===== src/rtl/prog_imem.sv =====
// Program instruction memory: a streaming loader fills a word array, and the fetch
// port returns registered instructions once a complete program is resident.
module prog_imem #(
    parameter int                DATA_W   = 8,
    parameter int                ADDR_W   = 8,
    parameter logic [DATA_W-1:0] NOP_WORD = '0
) (
    input  logic              Clk,
    input  logic              Reset_n,
    input  logic              Read_En,
    input  logic [ADDR_W-1:0] Read_Address,
    output logic [DATA_W-1:0] Instruction,
    output logic              Instr_Valid,
    input  logic              Load_Start,
    input  logic              Load_Valid,
    input  logic [DATA_W-1:0] Load_Data,
    input  logic              Load_Last,
    output logic              Load_Ready,
    output logic              Prog_Ready,
    output logic [ADDR_W:0]   Prog_Len,
    output logic              Load_Error
);

    localparam int            DEPTH = 2**ADDR_W;
    localparam logic [ADDR_W:0] FULL = {1'b1, {ADDR_W{1'b0}}};

    typedef enum logic [1:0] {
        IDLE   = 2'd0,
        LOAD   = 2'd1,
        COMMIT = 2'd2
    } state_t;

    state_t              state_q, state_d;
    logic [ADDR_W:0]     wptr_q, wptr_d;
    logic [ADDR_W:0]     len_q, len_d;
    logic                ready_q, ready_d;
    logic                err_q, err_d;
    logic [DATA_W-1:0]   instr_q, instr_d;
    logic                ivld_q, ivld_d;

    logic [DATA_W-1:0]   mem [DEPTH];
    logic                mem_we;
    logic                fetch_ok;
    logic                in_prog;

    always_ff @(posedge Clk or negedge Reset_n) begin
        if (!Reset_n) begin
            state_q <= IDLE;
            wptr_q  <= '0;
            len_q   <= '0;
            ready_q <= 1'b0;
            err_q   <= 1'b0;
            instr_q <= NOP_WORD;
            ivld_q  <= 1'b0;
        end else begin
            state_q <= state_d;
            wptr_q  <= wptr_d;
            len_q   <= len_d;
            ready_q <= ready_d;
            err_q   <= err_d;
            instr_q <= instr_d;
            ivld_q  <= ivld_d;
        end
    end

    // Load sequencing; the pointer saturates at DEPTH so overflow words are dropped.
    always_comb begin
        state_d = state_q;
        wptr_d  = wptr_q;
        len_d   = len_q;
        ready_d = ready_q;
        err_d   = err_q;
        unique case (state_q)
            IDLE: begin
                if (Load_Start) begin
                    state_d = LOAD;
                    wptr_d  = '0;
                    len_d   = '0;
                    ready_d = 1'b0;
                    err_d   = 1'b0;
                end
            end
            LOAD: begin
                if (Load_Valid) begin
                    if (wptr_q == FULL) begin
                        err_d = 1'b1;
                    end else begin
                        wptr_d = wptr_q + 1'b1;
                    end
                    if (Load_Last) begin
                        state_d = COMMIT;
                    end
                end
            end
            COMMIT: begin
                len_d   = wptr_q;
                ready_d = 1'b1;
                state_d = IDLE;
            end
            default: begin
                state_d = IDLE;
            end
        endcase
    end

    assign mem_we = (state_q == LOAD) && Load_Valid && (wptr_q != FULL);

    // Array is deliberately left out of reset; Prog_Ready gates all access to it.
    always_ff @(posedge Clk) begin
        if (mem_we) begin
            mem[wptr_q[ADDR_W-1:0]] <= Load_Data;
        end
    end

    assign fetch_ok = (state_q == IDLE) && ready_q;
    assign in_prog  = ({1'b0, Read_Address} < len_q);

    always_comb begin
        instr_d = instr_q;
        ivld_d  = 1'b0;
        if (Read_En) begin
            if (fetch_ok) begin
                ivld_d  = 1'b1;
                instr_d = in_prog ? mem[Read_Address] : NOP_WORD;
            end else begin
                instr_d = NOP_WORD;
            end
        end
    end

    assign Instruction = instr_q;
    assign Instr_Valid = ivld_q;
    assign Load_Ready  = (state_q == LOAD);
    assign Prog_Ready  = ready_q;
    assign Prog_Len    = len_q;
    assign Load_Error  = err_q;

endmodule


===== config.mk =====
export PLATFORM = sky130hd
export DESIGN_NAME = prog_imem
export DESIGN_NICKNAME = d
export VERILOG_FILES = /design/src/rtl/prog_imem.sv
export SDC_FILE = /design/constraint.sdc
export NUM_CORES = 2
export LEC_CHECK = 0
export CAP_MARGIN = 30
export CELL_PAD_IN_SITES_DETAIL_PLACEMENT = 1
export CELL_PAD_IN_SITES_GLOBAL_PLACEMENT = 1
export CORE_UTILIZATION = 55
export DETAILED_ROUTE_END_ITERATION = 7
export PLACE_DENSITY = 0.74
export SLEW_MARGIN = 20
export SYNTH_ARGS = -nofsm -noshare
export SYNTH_HDL_FRONTEND = slang
export SYNTH_SLANG_ARGS = --single-unit

===== constraint.sdc =====
create_clock -name Clk -period 3.3 [get_ports Clk]
set_input_delay 0.33 -clock Clk [delete_from_list [all_inputs] [get_ports Clk]]
set_output_delay 0.33 -clock Clk [all_outputs]
set_load 0.01 [all_outputs]

; ---- Word-level counts from Yosys, hierarchy flattened
; Memories as Yosys holds them, arrays and structs flattened.
; Index checks and enable logic that the tools add are counted.
[classes]
addsub = 1
magnitude_cmp = 1
eq_ne = 9
muxes = 20
n_reduce_logical = 10
[ops]
columns = cell, n
row1 = case mux 9 bit (2 select lines), 2
row2 = 2-to-1 mux 9 bit, 3
row3 = 2-to-1 mux 8 bit, 2
row4 = adder 9 x 1 -> 9 bit (second input constant), 1
row5 = == test 9 bit (second input constant), 1
row6 = less-than comparator 8 x 9 -> 1 bit, 1
row7 = inequality test 9 bit (second input constant), 1
row8 = inequality test 2 bit (second input constant), 4
row9 = AND reduction 4 bit, 2
row10 = 2-to-1 mux 1 bit, 7
row11 = 2-to-1 mux 2 bit, 3
row12 = case mux 1 bit (2 select lines), 2
row13 = case mux 2 bit (2 select lines), 1
row14 = nonzero test 2 bit, 2
row15 = logical AND 1 bit, 3
row16 = AND reduction 3 bit, 1
row17 = == test 2 x 1 -> 1 bit (second input constant), 1
row18 = == test 2 bit (second input constant), 1
row19 = logical NOT 2 bit, 1
row20 = inequality test 2 x 1 -> 1 bit (second input constant), 1
row21 = AND reduction 2 bit, 1
[totals]
ff_bits = 31
ram_bits = 2048
input_bits = 22
out_inout_bits = 21
elab_cells = 49
memories = 1
[memory_table]
columns = name, words, width, rd, rd_ports_with_merged_regs, wr, line_no
row1 = mem, 256, 8, 1, 0, 1, 41  ; logic [DATA_W-1:0] mem [DEPTH];

; ---- Logic depth before layout (Yosys ltp)
[logic_depth]
depth_word = 5
depth_mapped = 12
ltp_nobuf = 9

; ---- Worst setup path before layout
; No wires, ideal clock.
[synth_timing]
path_type = register to register
start = register wptr_q[0]
end = memory mem[101][0] (enable)
setup_time_ps = 370
t_arrival_ps = 2227
required_time_ps = 2930
slack_ps = 702
path_stages_with_launch = 10
n_path_buf = 1
synth_period_minus_slack_ps = 2598
cell_sequence = dfrtp_1 > inv_1 > ha_1 > nand2_1 > or3_1 > nand3_2 > nor3b_2 > nand2_2 > buf_2 > nor2_1
[synth_between]
elab_chain_cells = 4
[synth_rtl]
columns = element, line_no
row1 = "start, declared", 34  ; logic [ADDR_W:0] wptr_q, wptr_d;
row2 = "start signal, assigned", 57  ; wptr_q <= wptr_d;
row3 = inequality test 9 bit, 106  ; assign mem_we = (state_q == LOAD) && Load_Valid && (wptr_q != FULL);
row4 = logical AND 1 bit, 106
row5 = 2-to-1 mux 1 bit, 110  ; if (mem_we) begin
row6 = 2-to-1 mux 1 bit (implied by the code), 111  ; mem[wptr_q[ADDR_W-1:0]] <= Load_Data;
row7 = "end, declared", 41
; Several ways; a longest one is shown, not always the timed one.

; ---- Worst setup path in the final report
[layout_timing]
start = register wptr_q[0]
end = memory mem[219][0] (enable)
; The elaborated chain is that of the path after synthesis.

==> results.py <==
metrics = {
    "worst_setup_path": {
        "timing.rr.end": "mem[219][0]$_DFFE_PP_",
        "rr_startpoint": "wptr_q[0]$_DFFE_PN0P_",
        "startpoint": "wptr_q[0]$_DFFE_PN0P_",
        "worstRegToRegCells": 9,
        "reg2reg_slack_ns": 0.03,
        "crit_type": "reg -> reg",
        "worst_ep_arrival_time_ns": 3.74,
        "cp_max_fo": 8,
        "startpoint_type": "flop",
        "worstPathRequired_ns": 3.76,
        "end_kind": "flop",
        "critPathCapture": "mem[219][0]$_DFFE_PP_",
    },
    "sta": {
        "setup_tns_ns": 0,
        "finalMaxSlewViolations": 0,
        "finClkSkew_ns": 0.02641,
        "holdWs_ns": 0.01218,
        "report.final.setup_viol": 0,
        "tightest_slew_ns": 1.218,
        "finalCritPeriodShare_pct": 99.23,
        "period_needed_ns": 3.275,
        "maxSlewHeadroom_pct": 18.02,
        "grt_setup_unrepaired": "true",
        "hold_violations": 0,
        "fmax_mhz": 305.4,
    },
    "pwr": {
        "power_density_nw_per_um2": 598.3,
        "vdd_drop_max_uv": 453.6,
        "p_leak_nw": 28.87,
        "total_power_mw": 55.31,
    },
    "synth": {
        "yosysWarnings": 0,
        "ys_async_sr_fraction_pct": 1.491,
        "netlist_area_um2": 81020,
        "ys.flop_type": "edfxtp_1",
        "avgSynthCellArea_um2": 19.66,
        "synth.distinct_cells": 53,
        "synth_fp_nets": 4153,
        "synthesis.instances": 4120,
        "synth.top_cell.area_share_pct": 75.91,
        "ys_top_cells_by_area": "edfxtp_1 (76%), mux4_2 (11%), a211oi_1 (1.9%), nor2b_1 (1.7%), nor2_1 (1.6%)",
        "synth-seq-area-share_pct": 76.87,
        "yosys.area.top_type": "edfxtp_1",
        "ys_ff_latch": 2079,
        "synth-edff-count": 2048,
    },
    "floorplanning": {
        "chipHeight_um": 385.8,
        "dieArea_um2": 148800,
        "start_util_pct": 55.52,
        "ioPinCount": 43,
        "die_width_um": 385.8,
        "core-area_um2": 145900,
        "row_count": 140,
    },
    "detailed_routing": {
        "viasPerCell": 6.556,
        "dr.pass1.iters": 6,
        "ant_nets": 0,
        "wirelength_um": 217300,
        "vias": 42890,
        "drc": 0,
        "drtIter0Drc": 5088,
        "wire_per_inst_um": 33.22,
    },
    "cts": {
        "cts_buffers": 204,
        "clockBufferDepth": 3,
        "cts.sinks": 2079,
        "clkTransAtPathRegs_ns": 0.06,
        "clock-root-buffer": "clkbuf_16",
        "clock_latency_ns": 0.84,
        "post-cts-setup-buffers": 0,
        "cts_tree": "done",
        "cts_max_level": 4,
    },
    "min_path": {
        "hp-class": "in -> reg",
    },
    "global_route": {
        "grt_pass1_wl_um": 313600,
        "antenna_found_initial": 9,
        "grt_pass1_vias": 44880,
        "overflow": 0,
        "grt_max_degree": 103,
        "grt_usage_pct": 29.66,
    },
    "placement": {
        "finalWeightedCongestion": 0.8510,
        "dpl_cell_area_um2": 85780,
        "io_buffers": 42,
        "dp_hpwl_um": 135800,
    },
    "finish": {
        "areaGrowthSynthToFinish_pct": 14.11,
        "final_area_um2": 92440,
        "drive_gt1_share_pct": 23.85,
        "mostFrequentLayoutCell": "edfxtp_1",
        "fin_nets": 4483,
        "post-route-util_pct": 63.36,
        "most-common-layout-cells": "edfxtp_1 (2048), mux4_2 (384), nor2_1 (331), buf_4 (274), nor2b_1 (214)",
    },
    "outcome": {
        "status": "completed",
    },
    "flow_run": {
        "maxCapViolCount": 0,
    },
}
==> area by class of cell <==
cell class / count / area, um^2
sequential: 2079 / 62270
fill: 12040 / 53470
multi-input combinational: 1758 / 17300
clock buffer: 253 / 5309
timing repair buffer: 385 / 3844
tap: 1917 / 2399
clock inverter: 128 / 1230
inverter: 22 / 82.58
antenna: 1 / 2.502
==> where the power goes <==
part	leakage (nW)	internal, mW	switching (mW)	total [mW]
clock network	3.20	12.8	10.0	22.8
registers	18.8	29.1	0.0878	29.2
logic	6.85	1.16	2.12	3.28
total	28.9	43.1	12.2	55.3
==> logic make-up after synthesis <==
group                      synth area share, %
DFF                                      76.87
and+or+nand+nor                          5.107
AOI/OAI and AO/OA                        4.209
muxes                                    11.75
buffers and inverters                    1.832
adders and majority gates               0.1699
xor gates and xnor gates               0.06488
==> how the worst min path moves through the flow <==
stage,startpoint,to,slack [ns],cells after the start
2_1_floorplan,Reset_n,Instr_Valid$_DFF_PN0_,0.03,0
3_3_place_gp,Reset_n,Instr_Valid$_DFF_PN0_,0.47,1
3_5_place_dp,Reset_n,Instr_Valid$_DFF_PN0_,0.48,1
4_1_cts,Load_Data[2],mem[119][2]$_DFFE_PP_,0.008,1
5_1_grt,Load_Data[2],mem[21][2]$_DFFE_PP_,0.03,1
6_report,Load_Data[2],mem[23][2]$_DFFE_PP_,0.01,1
==> through the flow <==
stage / instances / worst slack (ns)
after floorplan: 4120 / 0.7022
after global placement: 6152 / -0.5436
after detailed placement: 6152 / -0.5156
after CTS: 6540 / 0.01333
after global routing: 6542 / -0.03730
final: 6543 / 0.02542
==> flip-flops by register name, indices dropped and copies added (netlist names) <==
name         flops
mem           2048
Prog_Len         9
wptr_q           9
Instruction      8
state_q          2
Instr_Valid      1
Load_Error       1
Prog_Ready       1
==> cell usage after synthesis (3+ instances only) <==
cell	instances
a211oi_1	208
a21o_1	3
a21oi_1	7
a221oi_1	16
a22o_1	25
a22oi_1	40
a31oi_1	32
and3_1	3
and4_1	17
buf_1	15
buf_2	82
buf_4	15
buf_6	35
clkbuf_1	114
dfrtp_1	31
edfxtp_1	2048
ha_1	11
inv_1	21
mux2_2	48
mux2i_1	33
mux4_2	384
nand2_1	24
nand2_2	16
nand2b_1	6
nand3_1	12
nand4_1	20
nor2_1	340
nor2b_1	214
nor3_1	44
nor4_1	96
o21ai_0	49
o221ai_1	40
o22ai_1	41
xnor2_1	3
xor2_1	3
==> repair_timing <==
item | CTS | global route
hold endpoints to repair | 222 | 3
endpoints found under the setup margin | 27 | 56
resized for setup | 4 | 5
hold buffers | 7 | 1
==> metal layers <==
metal  global-route usage, %  vias up  routed length, um  part of all wire, %
met3                   6.244      402              19350                  8.9
met2                   46.83     2092             104400                   48
met4                   10.72        6               7714                  3.5
met1                   41.20    22740              85880                   40
met5                       0        -                 27                0.012
li1                        -    17650                  -                    -
==> critical path, stage by stage, from the launching register on <==
cell	delay, ns
dfrtp_1	0.35
inv_1	0.06
ha_1	0.23
nand2_1	0.09
or3_1	0.15
nand3_2	0.21
nor3b_2	0.47
nand2_2	0.35
buf_4	0.33
nor2_1	0.63
Power figures use the tool's default switching activity.
